## src/rtl/iir_pkg.sv

```systemverilog
// Shared definitions for the second-order IIR low-pass sections.
// Holds datapath widths, the Q10 scaling constant, default numerator (zero)
// and denominator (pole) coefficients, and the MAC sequencer state encoding.
package iir_pkg;

  localparam int IIR_DW      = 12;  // input sample width
  localparam int IIR_CW      = 12;  // coefficient width, Q10
  localparam int IIR_OW      = 26;  // full-precision result width
  localparam int IIR_Q_SHIFT = 10;  // 1.0 == 1 << IIR_Q_SHIFT

  // Numerator: B0+B1+B2 = 99 pairs with the pole section for unity DC gain.
  localparam int IIR_B0 = 25;
  localparam int IIR_B1 = 49;
  localparam int IIR_B2 = 25;

  // Pole-section feedback coefficients, used by the recursive counterpart.
  localparam int IIR_A1 = 1911;
  localparam int IIR_A2 = -986;

  typedef logic [1:0] state_t;

  localparam state_t ST_IDLE = 2'd0;
  localparam state_t ST_MAC0 = 2'd1;
  localparam state_t ST_MAC1 = 2'd2;
  localparam state_t ST_MAC2 = 2'd3;

endpackage

```

## src/rtl/zero_mult.sv

```systemverilog
// Combinational signed multiplier for the zero section: coef (CW) x samp (DW)
// -> prod (CW+DW). Kept in its own module so a vendor macro can replace it.
// Ports:
//   coef - signed coefficient
//   samp - signed sample
//   prod - signed full-width product
module zero_mult #(
  parameter int CW = 12,
  parameter int DW = 12
) (
  input  logic signed [CW-1:0]    coef,
  input  logic signed [DW-1:0]    samp,
  output logic signed [CW+DW-1:0] prod
);

  assign prod = coef * samp;

endmodule

```

## src/rtl/iir_zero_mac.sv

```systemverilog
// Feed-forward (numerator) section of the second-order IIR low-pass.
// Computes dout = B0*x[n] + B1*x[n-1] + B2*x[n-2] in full precision (Q10,
// unscaled) with one multiplier shared over three MAC cycles.
// Ports:
//   clk        - system clock
//   rst_n      - synchronous reset, active HIGH despite the name
//   din_valid  - din carries a sample
//   din        - signed input sample
//   din_ready  - high while idle; a sample is taken on din_valid & din_ready
//   dout_valid - one-cycle pulse when dout has been updated
//   dout       - signed result, held until the next update
module iir_zero_mac
  import iir_pkg::*;
#(
  parameter int DW = IIR_DW,
  parameter int CW = IIR_CW,
  parameter int OW = IIR_OW,
  parameter int B0 = IIR_B0,
  parameter int B1 = IIR_B1,
  parameter int B2 = IIR_B2
) (
  input  logic                 clk,
  input  logic                 rst_n,
  input  logic                 din_valid,
  input  logic signed [DW-1:0] din,
  output logic                 din_ready,
  output logic                 dout_valid,
  output logic signed [OW-1:0] dout
);

  localparam int PW = CW + DW;

  localparam logic signed [CW-1:0] COEF0 = CW'(B0);
  localparam logic signed [CW-1:0] COEF1 = CW'(B1);
  localparam logic signed [CW-1:0] COEF2 = CW'(B2);

  state_t state_q, state_d;

  logic signed [DW-1:0] x0_q, x1_q, x2_q;
  logic signed [OW-1:0] acc_q;
  logic signed [OW-1:0] dout_q;
  logic                 dout_valid_q;

  logic signed [CW-1:0] coef;
  logic signed [DW-1:0] samp;
  logic signed [PW-1:0] prod;
  logic signed [OW-1:0] prod_ext;

  assign din_ready  = (state_q == ST_IDLE);
  assign dout       = dout_q;
  assign dout_valid = dout_valid_q;

  // Operand select for the shared multiplier.
  always_comb begin
    coef = COEF0;
    samp = x0_q;
    case (state_q)
      ST_MAC1: begin
        coef = COEF1;
        samp = x1_q;
      end
      ST_MAC2: begin
        coef = COEF2;
        samp = x2_q;
      end
      default: begin
        coef = COEF0;
        samp = x0_q;
      end
    endcase
  end

  zero_mult #(
    .CW(CW),
    .DW(DW)
  ) u_zero_mult (
    .coef(coef),
    .samp(samp),
    .prod(prod)
  );

  // Sign-extend the product; 3 * 2^22 worst case fits, so no saturation.
  assign prod_ext = {{(OW - PW){prod[PW-1]}}, prod};

  always_comb begin
    state_d = state_q;
    case (state_q)
      ST_IDLE: if (din_valid) state_d = ST_MAC0;
      ST_MAC0: state_d = ST_MAC1;
      ST_MAC1: state_d = ST_MAC2;
      ST_MAC2: state_d = ST_IDLE;
      default: state_d = ST_IDLE;
    endcase
  end

  always_ff @(posedge clk) begin
    if (rst_n) begin
      state_q      <= ST_IDLE;
      x0_q         <= '0;
      x1_q         <= '0;
      x2_q         <= '0;
      acc_q        <= '0;
      dout_q       <= '0;
      dout_valid_q <= 1'b0;
    end else begin
      state_q      <= state_d;
      dout_valid_q <= 1'b0;
      case (state_q)
        ST_IDLE: begin
          if (din_valid) begin
            x2_q <= x1_q;
            x1_q <= x0_q;
            x0_q <= din;
          end
        end
        ST_MAC0: acc_q <= prod_ext;  // overwrite: starts a fresh sum
        ST_MAC1: acc_q <= acc_q + prod_ext;
        ST_MAC2: begin
          dout_q       <= acc_q + prod_ext;
          dout_valid_q <= 1'b1;
        end
        default: ;
      endcase
    end
  end

endmodule

```

## config.mk

```make
export PLATFORM = sky130hd
export DESIGN_NAME = iir_zero_mac
export DESIGN_NICKNAME = d
export VERILOG_FILES = /design/src/rtl/iir_pkg.sv /design/src/rtl/zero_mult.sv /design/src/rtl/iir_zero_mac.sv
export SDC_FILE = /design/constraint.sdc
export NUM_CORES = 1
export LEC_CHECK = 0
export BUFFER_PORTS_ARGS = -buffer_cell sky130_fd_sc_hd__buf_2
export CORE_AREA = 2 2 109 111
export CTS_CLUSTER_SIZE = 8
export DETAILED_ROUTE_END_ITERATION = 10
export DIE_AREA = 0 0 111 113
export PLACE_DENSITY_LB_ADDON = 0.08
export SLEW_MARGIN = 20
export SYNTH_ARGS = -nofsm -noshare
export SYNTH_HDL_FRONTEND = slang
export SYNTH_SLANG_ARGS = --single-unit
```

## constraint.sdc

```tcl
create_clock -name clk -period 7.9 [get_ports clk]
set_clock_uncertainty 0.1 [all_clocks]
set_input_delay 0.395 -clock clk [delete_from_list [all_inputs] [get_ports clk]]
set_output_delay 0.395 -clock clk [all_outputs]
set_load 0.01 [all_outputs]
```

# Yosys cells after proc, flatten, opt, wreduce, memory -nomap -nowiden
# Index checks and enable logic that the tools add are counted.
[word_totals]
n_memories = 0
reg_bits = 91
word_cells = 22
mem_bits_ro = 0
latch_bits = 0
mem_bits_rw = 0
[op_classes]
addsub = 1
n_reduce_logical = 3
mux = 6
shift = 0
mul = 1
bitwise_logic = 0
div = 0
n_eq_ne = 4
magnitude_cmp = 0
[ops]
columns = ["operator", "count"]
rows = [
  ["$pmux W26 S2", 1],
  ["$add A26 B19 Y26", 1],
  ["$pmux W12 S2", 1],
  ["$mul A7 B12 Y19", 1],
  ["$pmux W2 S4", 1],
  ["$mux W6", 1],
  ["$eq A2 B2 Y1 const B", 2],
  ["$eq A2 B1 Y1 const B", 1],
  ["$logic_not A2 Y1", 1],
  ["$mux W2", 1],
  ["$ne A2 B2 Y1 const B", 1],
  ["$reduce_and A2 Y1", 1],
  ["$reduce_bool A2 Y1", 1],
  ["$mux W1", 1],
]

# Depth between registers and ports, before layout
# Gate-level depths: netlist (run 1).
[depth]
ltp_word = 5
depth_mapped = 32

# Cells and area by module
# A second synthesis (run 1) with hierarchy kept.
[hier_totals]
cells_unflattened = 1281
area_unflattened_um2 = 10582.6
[by_module_without_submodules]
columns = ["mod", "area_per_inst_um2", "cells_per_inst", "n_inst"]
rows = [
  ["zero_mult", 5401.4, 612, 1],
  ["iir_zero_mac", 5181.2, 669, 1],
]

# Least setup slack after synthesis (run 1)
# No wires, ideal clock.
[synth_path]
path_kind = "register to register"
startpoint = "reg state_q[0]"
endpoint = "reg dout_q[25] (netlist: dout[25])"
period_less_slack_ns = 6.970
t_arrival_ns = 6.777
required_time_ns = 7.708
path_buffers = 2
slack_ns = 0.930
stages_incl_launch_ff = 32
setup_time_ns = 0.092
path_cell_list = "dfxtp_1 -> inv_1 -> ha_1 -> nor2_1 -> clkbuf_1 -> a221o_1 -> and2_1 -> ha_1 -> inv_1 -> fa_1 -> inv_1 -> ha_1 -> inv_1 -> fa_1 -> inv_1 -> ha_1 -> nor2b_1 -> o31a_1 -> o21ai_2 -> o21ai_2 -> a211oi_2 -> nor3_1 -> nor3_1 -> ha_1 -> clkdlybuf4s15_1 -> a21oi_1 -> nor2b_1 -> o21ai_0 -> nand2_1 -> a41o_1 -> o211a_1 -> o32ai_1"
[synth_via]
elab_chain_len = 4
word_cells_on_any_way = 6
[synth_lines]
columns = ["element", "line_no", "text"]
rows = [
  ["start, declared", "iir_zero_mac.sv:37", "state_t state_q, state_d;"],
  ["start signal, assigned", "iir_zero_mac.sv:106", "state_q <= state_d;"],
  ["$eq A2 B2 Y1, on equally long branches", "iir_zero_mac.sv:57, iir_zero_mac.sv:108", ""],
  ["$pmux W12 S2 / $mux W6 (equally long branches)", "iir_zero_mac.sv:57", "case (state_q)"],
  ["$mul A7 B12 Y19", "zero_mult.sv:16", "assign prod = coef * samp;"],
  ["$add A26 B19 Y26", "iir_zero_mac.sv:119", "dout_q <= acc_q + prod_ext;"],
  ["end signal, assigned", "iir_zero_mac.sv:119", ""],
  ["end, declared", "iir_zero_mac.sv:41", "logic signed [OW-1:0] dout_q;"],
]
# Several ways; a longest one is shown, not always the timed one.
# A chain may end at the register's enable or synchronous reset.

# Final worst setup path (run 1)
[layout_path]
startpoint = "reg state_q[0]"
endpoint = "reg acc_q[23]"
[layout_via]
elab_chain_len = 5
word_cells_on_any_way = 9
[layout_lines]
columns = ["element", "line_no", "text"]
rows = [
  ["$eq A2 B2 Y1, on equally long branches", "iir_zero_mac.sv:57, iir_zero_mac.sv:108", ""],
  ["$pmux W12 S2 / $mux W6 (equally long branches)", "iir_zero_mac.sv:57", ""],
  ["$mul A7 B12 Y19", "zero_mult.sv:16", ""],
  ["$add A26 B19 Y26", "iir_zero_mac.sv:117", "ST_MAC1: acc_q <= acc_q + prod_ext;"],
  ["$pmux W26 S2", "iir_zero_mac.sv:108", "case (state_q)"],
  ["end signal, assigned", "iir_zero_mac.sv:116", "ST_MAC0: acc_q <= prod_ext;"],
  ["end signal, assigned", "iir_zero_mac.sv:117", ""],
  ["end, declared", "iir_zero_mac.sv:40", "logic signed [OW-1:0] acc_q;"],
]
# Several ways; a longest one is shown, not always the timed one.

==> results by group, run 1 <==
Final layout
  – Fill cells: 952
  – Flip-flop and latch area: 0.00182 mm²
  – Share of cells above drive strength 1: 11.1%
  – Antenna cells: 0
  – Area of the multi-input gates: 0.00466 mm²
  – Final Net Count: 963
  – Area growth from synthesis to layout: 8.12%

Hold path
  – HP Class: primary input to register

Synth
  – Synth warn: 0
  – Syn_nets: 940
  – Async SR Flop Fraction: 0%
  – Cell count after synthesis: 827
  – EDFF count, synth: 0
  – Ranking of synthesized cells by area: dfxtp_1 26%, ha_1 14%, fa_1 6.7%, nand2_1 6.1%, a21oi_1 5.5%
  – Synth Flop Type: dfxtp_1
  – Seq cells post-synth: 91
  – Post-synth top area cell: dfxtp_1
  – Syn Area/Cell: 8.35 µm²
  – Unique cell type count in the Yosys netlist: 71
  – Share of the synthesized area in the top cell type: 26.4%
  – Sequential share of the synthesized area: 26.4%
  – Post-Syn Area: 0.00690 mm²

Drt
  – Pre-Repair DR Iteration Count: 5
  – Drt drc: 0
  – Via count: 5846
  – Number of nets with antenna violations after routing: 0
  – Vias/cell: 5.86
  – Final WL: 16000 µm
  – Initial DRC count: 345
  – Wire length per cell: 16.1 µm

GRT
  – Number of global-route vias before repair: 5687
  – First-pass GRT wire length: 27200 µm
  – Total GRT Usage: 26.5%
  – GRT Residual Overflow: 0
  – Largest net degree at the start of global routing: 91
  – Initial antenna violation count: 0

Worst setup path
  – Startpoint Class: register
  – Critical path arrival: 7.66 ns
  – Top cell family by delay on the critical path: compound AO/OA/AOI/OAI gates
  – CP max FO: 12
  – CP dominant cell by count: inv_1
  – WP buf/inv: 5
  – Worst Path Required: 8.10 ns
  – Crit Path Class: register to register
  – Crit-path slowest cell: nor2_1
  – CP endpoint kind: register
  – CP peak stage delay: 0.75 ns

Timing
  – RSZ-0062 raised after global routing: false
  – Post-layout min period: 7.47 ns
  – TNS Setup: 0 ns
  – Slew Limit Headroom: 33.5%
  – Final Hold Fails: 0
  – Max Clk Rate: 134 MHz
  – Final setup slack of the worst path: 0.435 ns
  – Tcrit/Tclk final: 94.5%
  – Slew @ Worst Pin: 0.993 ns
  – Max-slew violations: 0
  – Final setup vio count: 0

Status
  – Run status: finished clean

Power and ir drop
  – Logic pwr share: 58.0%
  – Switching part of the total: 46.5%
  – Power Internal: 1.29 mW
  – Clock power frac: 18.0%
  – Power Density: 322 mW/mm²
  – Share of power burned in registers: 24.1%
  – P_leak: 3.48 nW
  – Net switching power: 1.12 mW
  – Worst VDD drop: 0.311 mV

Flow run
  – Max cap viols: 0

Clock network
  – CTS Hold Buffers Added: 0
  – TritonCTS clock tree: built
  – Clock sink total: 91
  – Maximum clock path buffer count: 2
  – H-Tree Depth: 3
  – CTS Root Cell: clkbuf_16
  – Skew-Pair Late Insertion Delay: 0.36 ns
  – Post-CTS Setup Bufs: 0
  – PostCTS Resize Cnt: 0
  – Worst-path clk slew: 0.08 ns
  – Num CTS Buffers: 9

Floorplan
  – Die X: 111 µm
  – Die Y: 113 µm
  – Cell Rows: 39
  – Initial Util: 61.2%
  – Core outline area: 0.0113 mm²
  – Die area: 0.0125 mm²
  – Top-Level Pins: 43

Placed design
  – IO Port Bufs: 42
  – Pre-CTS WS: 0.558 ns
  – GP Congestion: 0.934
  – Dpl hpwl: 11800 µm
-- synthesized netlist by cell type (17+ instances only) --
master,count
nand2_1,113
dfxtp_1,91
a21oi_1,76
ha_1,75
nor2_1,64
inv_1,60
mux2i_1,31
clkbuf_1,29
and2_1,24
fa_1,23
nand3_1,20
xnor2_1,18
a21o_1,17
o21ai_0,17
-- state kept, by name, summed over array words and instances, names as in the netlist --
| signal | count |
|---|---|
| acc_q | 26 |
| state_q | 2 |
| x1_q | 12 |
| x0_q | 12 |
| dout_valid | 1 |
| dout | 26 |
| x2_q | 12 |
-- routing by layer --
metal	part of all wire [%]	wire [µm]	vias up	global-route usage, %
li1	-	-	2954	-
met1	46	7310	2753	33.4
met2	48	7680	113	45.2
met3	4.4	713	26	6.37
met4	2.1	339	0	8.33
met5	0	0	-	0
-- cell type report --
cell class | instances | share of cell area, %
Tap cell | 143 | 2.40
Multi-Input combinational cell | 637 | 62.5
Sequential cell | 91 | 24.4
Timing Repair Buffer | 51 | 3.82
Clock buffer | 9 | 3.02
Inverter | 60 | 3.02
Clock inverter | 7 | 0.872
-- worst min-delay path: stages --
cell and delay [ns]:
buf_2 0.09, nand2_1 0.04, a21oi_1 0.05
-- cell families after synthesis --
group	count (synthesis)	synth area share, %
adder cells (fa/ha/maj)	98	20.3
flip-flops	91	26.4
AO/OA/AOI/OAI	207	21.0
multiplexers	31	4.49
AND/OR/NAND/NOR	273	18.0
buffers and inverters	99	6.18
XOR/XNOR	28	3.66
-- metrics by stage --
step / total power [mW] / hold slack [ns] / cells / area (µm²) / utilization [%]
2_1_floorplan: 1.69 / 0.332 / 827 / 6900 / -
3_3_place_gp: 1.92 / 0.337 / 981 / 7160 / 63.5
3_5_place_dp: 1.97 / 0.345 / 982 / 7170 / 63.6
4_1_cts: 2.41 / 0.159 / 998 / 7460 / 66.2
5_1_grt: 2.61 / 0.161 / 998 / 7460 / 66.2
6_report: 2.41 / 0.163 / 998 / 7460 / 66.2
-- power by group through the flow --
stage | clock, mW | sequential [mW] | combinational, mW
2_1_floorplan | 0 | 0.583 | 1.11
3_3_place_gp | 0 | 0.586 | 1.34
3_5_place_dp | 0 | 0.589 | 1.38
4_1_cts | 0.440 | 0.579 | 1.39
5_1_grt | 0.459 | 0.588 | 1.56
6_report | 0.432 | 0.579 | 1.40
-- cell usage in the layout, fill, tap and decap left out, drive strengths merged, types with 3 or more instances in the layout --
cell type	netlist	routed
and2	25	25
a21oi	79	79
nor2	64	64
nor3	14	14
fa	23	23
nor2b	6	6
o21a	5	5
a21o	18	18
a41oi	4	4
clkbuf	33	9
nand2	113	113
o21ai	23	23
a31oi	5	5
or3	11	11
and3	5	5
dfxtp	91	91
ha	75	75
nand3	20	20
o21bai	6	6
buf	5	51
a311oi	12	12
xor2	9	9
nor4	3	3
a211oi	17	17
xnor2	19	19
inv	60	65
mux2i	31	31
a31o	4	4
a22o	3	3
a221o	10	10
-- worst paths after layout --
| path | start | to | slack [ns] | cells after the start |
|---|---|---|---|---|
| worst min register to register | x2_q[3] | x2_q[3] | 0.36 | 2 |
| worst min-delay path | din[3] | x0_q[3] | 0.16 | 3 |
| worst max register to register | state_q[0] | acc_q[23] | 0.43 | 30 |
| worst max-delay path | state_q[0] | acc_q[23] | 0.43 | 30 |
No activity file was read; power rests on OpenSTA's default activity.
==> run 2: changes to the inputs <==
--- a/config.mk
+++ b/config.mk
@@ -5,11 +5,12 @@
 export SDC_FILE = /design/constraint.sdc
 export NUM_CORES = 1
 export LEC_CHECK = 0
+export ABC_AREA = 1
 export BUFFER_PORTS_ARGS = -buffer_cell sky130_fd_sc_hd__buf_2
-export CORE_AREA = 2 2 109 111
+export CORE_AREA = 2 2 111 113
 export CTS_CLUSTER_SIZE = 8
 export DETAILED_ROUTE_END_ITERATION = 10
-export DIE_AREA = 0 0 111 113
+export DIE_AREA = 0 0 113 115
 export PLACE_DENSITY_LB_ADDON = 0.08
 export SLEW_MARGIN = 20
 export SYNTH_ARGS = -nofsm -noshare
==> results by group, run 2 <==
Status
  – Run status: complete, but fails checks
  – Violated checks: design-rule violations

Final layout
  – Layout Utilization: 66.8% (+0.54 points)
  – Final Net Count: 1189 (+23%)
  – Final Non-Filler Cells: 1228 (+23%)
  – Area growth from synthesis to layout: 8.17% (about the same)
  – Most frequent cells in the layout: 172 x nand2_1, 158 x nor2_1, 151 x inv_1
  – Antenna cells: 0 (unchanged)
  – Share of cells above drive strength 1: 10.2% (-0.94 points)
  – Most common cell after layout, fill and taps aside: nand2_1
  – Final Cell Area: 0.00789 mm² (+5.6%)

Clock network
  – Worst-path clk slew: 0.07 ns (about the same)
  – Post-CTS Setup Bufs: 0 (unchanged)
  – CTS Root Cell: clkbuf_16
  – Maximum clock path buffer count: 2 (unchanged)
  – PostCTS Resize Cnt: 0 (unchanged)
  – Num CTS Buffers: 9 (unchanged)
  – CTS Hold Buffers Added: 0 (unchanged)
  – H-Tree Depth: 3 (unchanged)
  – Skew-Pair Late Insertion Delay: 0.35 ns (about the same)
  – Clock sink total: 91 (unchanged)
  – TritonCTS clock tree: built

Drt
  – Drt drc: 3 (+3)
  – Final WL: 17600 µm (+9.7%)
  – Number of nets with antenna violations after routing: 0 (unchanged)
  – Pre-Repair DR Iteration Count: 10 (+5)
  – Vias/cell: 5.46 (-6.8%)
  – Initial DRC count: 318 (-7.8%)
  – Wire length per cell: 14.3 µm (-11%)
  – Via count: 6703 (+15%)

Timing
  – TNS Setup: 0 ns (unchanged)
  – Final setup vio count: 0 (unchanged)
  – RSZ-0062 raised after global routing: false
  – Slew Limit Headroom: 38.9% (+5.3 points)
  – Final Hold Fails: 0 (unchanged)
  – Post-layout min period: 6.50 ns (-0.964 ns)
  – Tcrit/Tclk final: 82.3% (-12 points)
  – Max-slew violations: 0 (unchanged)
  – Slew @ Worst Pin: 0.916 ns (-0.0776 ns)
  – Max Clk Rate: 154 MHz (+15%)

Floorplan
  – Die area: 0.0130 mm² (+3.6%)
  – Initial Util: 61.7% (+0.47 points)
  – Cell Rows: 40 (+2.6%)
  – Core outline area: 0.0118 mm² (+4.8%)
  – Die X: 113 µm (+1.8%)
  – Top-Level Pins: 43 (unchanged)
  – Die Y: 115 µm (+1.8%)

Placed design
  – Placed Area: 0.00756 mm² (+5.4%)
  – IO Port Bufs: 42 (unchanged)
  – Placed instance count: 1212 (+23%)
  – Dpl hpwl: 13600 µm (+15%)
  – GP Congestion: 0.986 (+5.6%)

Worst setup path
  – Crit Path Class: register to register
  – CP peak stage delay: 0.55 ns (-0.20 ns)
  – Worst Path Required: 8.05 ns (-0.05 ns)
  – Startpoint Class: register
  – CP max FO: 24 (+12)
  – CP dominant cell by count: nand2_1
  – CP endpoint kind: register
  – Crit-path slowest cell: ha_2
  – Critical path arrival: 6.66 ns (-1.00 ns)

Flow run
  – Max cap viols: 0 (unchanged)

Synth
  – Seq cells post-synth: 91 (unchanged)
  – Most frequent cell after synthesis: nand2_1
  – Cell count after synthesis: 1054 (+27%)
  – Async SR Flop Fraction: 0% (unchanged)
  – Synth warn: 0 (unchanged)
  – Post-synth top area cell: dfxtp_1
  – Sequential share of the synthesized area: 25.0% (-1.4 points)
  – Share of the synthesized area in the top cell type: 25.0% (-1.4 points)
  – Most common library cells after synthesis: 172 x nand2_1, 158 x nor2_1, 151 x inv_1, 91 x dfxtp_1, 87 x o21ai_0
  – Synth Flop Type: dfxtp_1
  – Ranking of synthesized cells by area: dfxtp_1 25%, ha_1 13%, nand2_1 8.9%, nor2_1 8.1%, inv_1 7.8%
  – Unique cell type count in the Yosys netlist: 42 (-41%)
  – EDFF count, synth: 0 (unchanged)
  – Post-Syn Area: 0.00729 mm² (+5.6%)
  – Syn_nets: 1167 (+24%)
  – Syn Area/Cell: 6.92 µm² (-17%)

GRT
  – First-pass GRT wire length: 29500 µm (+8.2%)
  – Largest net degree at the start of global routing: 64 (-30%)
  – Initial antenna violation count: 0 (unchanged)
  – Number of global-route vias before repair: 6403 (+13%)
  – GRT Residual Overflow: 0 (unchanged)
  – Total GRT Usage: 28.0% (+1.5 points)

Hold path
  – HP Class: primary input to register
[run 2: changes by cell type in the layout (fill, tap and decap cells not counted), moves of 11 or more]
cell      previous run  this run
o21ai_0             17        87
nor2_1              64       158
xnor2_1             18         3
a211oi_1            13         1
a311oi_1            12         0
nand2_1            112       172
mux2i_1             31         0
nand3_1             20        63
inv_1               60       151
a21o_1              17         6
and2_1              24         0
[run 2: final timing paths]
check / startpoint / endpoint / slack, ns / cells past startpoint
setup / recovery: state_q[0] / dout[25] / 1.40 / 33
hold / removal: din[2] / x0_q[2] / 0.19 / 3
setup reg to reg: state_q[0] / dout[25] / 1.40 / 33
hold reg to reg: acc_q[15] / acc_q[15] / 0.37 / 2
[run 2: metrics by stage]
step,setup WS (ns),hold slack [ns]
4_1_cts,1.42,0.183
3_3_place_gp,1.51,0.355
3_5_place_dp,1.44,0.363
6_report,1.40,0.191
5_1_grt,0.849,0.212
2_1_floorplan,2.23,0.350
[run 2: layer usage]
layer / share of wire [%] / vias up / GRT usage, %
li1: - / 3452 / -
met5: 0 / - / 0
met2: 49 / 160 / 49.0
met1: 43 / 3037 / 34.1
met4: 3.8 / 0 / 13.1
met3: 4.0 / 54 / 4.22
[run 2: worst max-delay path: cells and delay by family (launching register included)]
| kind | cells | cell delay (ns) |
|---|---|---|
| fa+ha+maj | 7 | 2.89 |
| compound gates | 3 | 0.77 |
| buf+inv | 5 | 0.41 |
| flops | 1 | 0.32 |
| simple gates | 18 | 1.90 |
[run 2: layout make-up]
cell class | count | area, µm²
Clock inverter | 6 | 96.3
Inverter | 159 | 599
Fill cell | 1127 | 3930
Sequential cell | 91 | 1820
Clock buffer | 10 | 229
Tap cell | 147 | 184
Multi-Input combinational cell | 768 | 4710
Timing Repair Buffer | 47 | 248
[run 2: kinds of logic after synthesis]
logic type / count (synthesis) / share of synthesized area (%)
flip-flops: 91 / 25.0
adder cells (fa/ha/maj): 98 / 19.2
AND/OR/NAND/NOR: 441 / 26.6
XOR/XNOR: 18 / 2.16
AO/OA/AOI/OAI: 211 / 16.6
buffers and inverters: 195 / 10.5
Power of run 2 is not shown: default switching activity piles up to over one toggle a cycle in this logic, so the estimate is an artifact.
==> run 3: changes to the inputs <==
--- a/config.mk
+++ b/config.mk
@@ -7,10 +7,10 @@
 export LEC_CHECK = 0
 export ABC_AREA = 1
 export BUFFER_PORTS_ARGS = -buffer_cell sky130_fd_sc_hd__buf_2
-export CORE_AREA = 2 2 111 113
+export CORE_AREA = 2 2 118 120
 export CTS_CLUSTER_SIZE = 8
 export DETAILED_ROUTE_END_ITERATION = 10
-export DIE_AREA = 0 0 113 115
+export DIE_AREA = 0 0 120 122
 export PLACE_DENSITY_LB_ADDON = 0.08
 export SLEW_MARGIN = 20
 export SYNTH_ARGS = -nofsm -noshare
==> constraint.sdc (replaced) <==
create_clock -name clk -period 5.8 [get_ports clk]
set_clock_uncertainty 0.1 [all_clocks]
set_input_delay 0.29 -clock clk [delete_from_list [all_inputs] [get_ports clk]]
set_output_delay 0.29 -clock clk [all_outputs]
set_load 0.01 [all_outputs]
==> results by group, run 3 (synthesis gave the netlist of run 2 again) <==
GRT
  – First-pass GRT wire length: 29700 µm (+0.75%)
  – GRT Residual Overflow: 0 (unchanged)
  – Initial antenna violation count: 0 (unchanged)
  – Total GRT Usage: 25.1% (-2.9 points)
  – Largest net degree at the start of global routing: 64 (unchanged)
  – Number of global-route vias before repair: 6533 (+2.0%)

Worst setup path
  – Top cell family by delay on the critical path: adder cells
  – CP dominant cell by count: inv_1
  – WP buf/inv: 8 (+3)
  – R2R Setup Slk: 0.18 ns (-1.22 ns)
  – Critical path depth: 30 (-9.1%)
  – Startpoint Class: register
  – Worst Path Required: 5.95 ns (-2.10 ns)
  – Worst setup path start: state_q[1]
  – Crit-path slowest cell: fa_1
  – RR Endpoint: dout[20]
  – Crit Path Class: register to register
  – CP peak stage delay: 0.49 ns (-0.06 ns)
  – Worst-case reg-to-reg path depth: 30 (-9.1%)
  – CP max FO: 8 (-67%)
  – FF-to-FF Start: state_q[1]
  – Critical path arrival: 5.78 ns (-0.88 ns)
  – CP endpoint kind: register
  – Worst Setup EP: dout[20]

Drt
  – Number of nets with antenna violations after routing: 0 (unchanged)
  – Initial DRC count: 287 (-9.7%)
  – Drt drc: 0 (-3)
  – Via count: 7016 (+4.7%)
  – Vias/cell: 5.30 (-2.9%)
  – Pre-Repair DR Iteration Count: 5 (-5)
  – Final WL: 19000 µm (+8.2%)
  – Wire length per cell: 14.4 µm (+0.35%)

Timing
  – Max Clk Rate: 178 MHz (+16%)
  – Tcrit/Tclk final: 96.9% (+15 points)
  – Post-layout min period: 5.62 ns (-0.879 ns)
  – Slew @ Worst Pin: 1.01 ns (+0.0942 ns)
  – Final Hold Fails: 0 (unchanged)
  – Max-slew violations: 0 (unchanged)
  – Final setup vio count: 0 (unchanged)
  – Slew Limit Headroom: 32.5% (-6.4 points)

Clock network
  – Num CTS Buffers: 9 (unchanged)
  – Worst-path clk slew: 0.07 ns (about the same)
  – CTS Root Cell: clkbuf_16
  – H-Tree Depth: 3 (unchanged)
  – CTS Hold Buffers Added: 0 (unchanged)
  – Clock sink total: 91 (unchanged)
  – TritonCTS clock tree: built
  – Maximum clock path buffer count: 2 (unchanged)
  – Skew-Pair Late Insertion Delay: 0.35 ns (about the same)

Placed design
  – Placed instance count: 1294 (+6.8%)
  – IO Port Bufs: 42 (unchanged)
  – GP Congestion: 0.976 (-1.0%)
  – Dpl hpwl: 14000 µm (+2.8%)

Final layout
  – Antenna cells: 0 (unchanged)
  – Fill cells: 1208 (+7.2%)
  – Final Net Count: 1252 (+5.3%)
  – Flip-flop and latch area: 0.00183 mm² (+0.27%)
  – Share of cells above drive strength 1: 25.3% (+15 points)
  – Area growth from synthesis to layout: 25.7%
  – Final Non-Filler Cells: 1324 (+7.8%)
  – Most frequent cells in the layout: 149 x nor2_1, 146 x nand2_1, 140 x inv_1
  – Area of the multi-input gates: 0.00545 mm² (+16%)
  – Most common cell after layout, fill and taps aside: nor2_1

Floorplan
  – Die area: 0.0146 mm² (+13%)
  – Die Y: 122 µm (+6.1%)
  – Cell Rows: 43 (+7.5%)
  – Top-Level Pins: 43 (unchanged)
  – Core outline area: 0.0135 mm² (+14%)
  – Die X: 120 µm (+6.2%)
  – Initial Util: 54.0% (-7.7 points)

Status
  – Run status: finished clean

Flow run
  – Max cap viols: 0 (unchanged)

Hold path
  – HP Class: primary input to register
[run 3: cell count changes in the layout (fill, tap and decap cells not counted), moves of 22 or more]
cell / before / now
ha_1: 73 / 43
nand2_2: 7 / 29
nand2_1: 172 / 146
buf_4: 5 / 63
ha_4: 0 / 32
a21oi_1: 75 / 50
a21oi_2: 9 / 32
[run 3: area by class of cell]
class,count,share of cell area (%)
clock buffers,9,2.46
clock inverters,7,0.751
inverters,159,6.61
multi-input cells,769,59.4
flip-flops and latches,91,19.9
well taps,180,2.46
repair buffers,109,8.38
[run 3: per-layer routing]
layer | global-route usage [%] | vias up | routed length [µm]
met3 | 2.90 | 37 | 519
met5 | 0 | - | 0
met2 | 46.7 | 127 | 9920
li1 | - | 3585 | -
met4 | 9.19 | 0 | 464
met1 | 29.6 | 3267 | 8140
[run 3: metrics by stage]
step	worst slack [ns]	area, µm²	hold slack [ns]	utilization (%)	setup TNS (ns)
finish	0.177	9170	0.0792	67.9	0
global route	-0.0889	9170	0.0920	67.9	-0.589
CTS	0.0310	8420	0.0763	62.3	0
detailed placement	-0.170	7990	0.362	59.2	-0.493
global placement	-0.175	7990	0.358	59.2	-0.345
floorplan	0.133	7290	0.350	-	0
[run 3: worst min-delay path by stage]
stage / slack (ns) / cells after the start / to / from
floorplan: 0.35 / 2 / acc_q[10] / acc_q[10]
global route: 0.09 / 3 / x0_q[4] / din[4]
finish: 0.08 / 3 / x0_q[4] / din[4]
global placement: 0.36 / 2 / dout[14] / dout[14]
detailed placement: 0.36 / 2 / dout[9] / dout[9]
CTS: 0.08 / 3 / x0_q[4] / din[4]
[run 3: worst min-delay path: stages]
cell and delay (ns):
buf_2 0.07, o21ai_0 0.07, nor2_1 0.07
[run 3: repair_timing]
item,CTS,global route
pin swaps,1,57
endpoints found under the setup margin,10,28
resized for setup,15,131
gates cloned,0,2
buffers inserted,1,11
Power of run 3 is left out for the same reason.
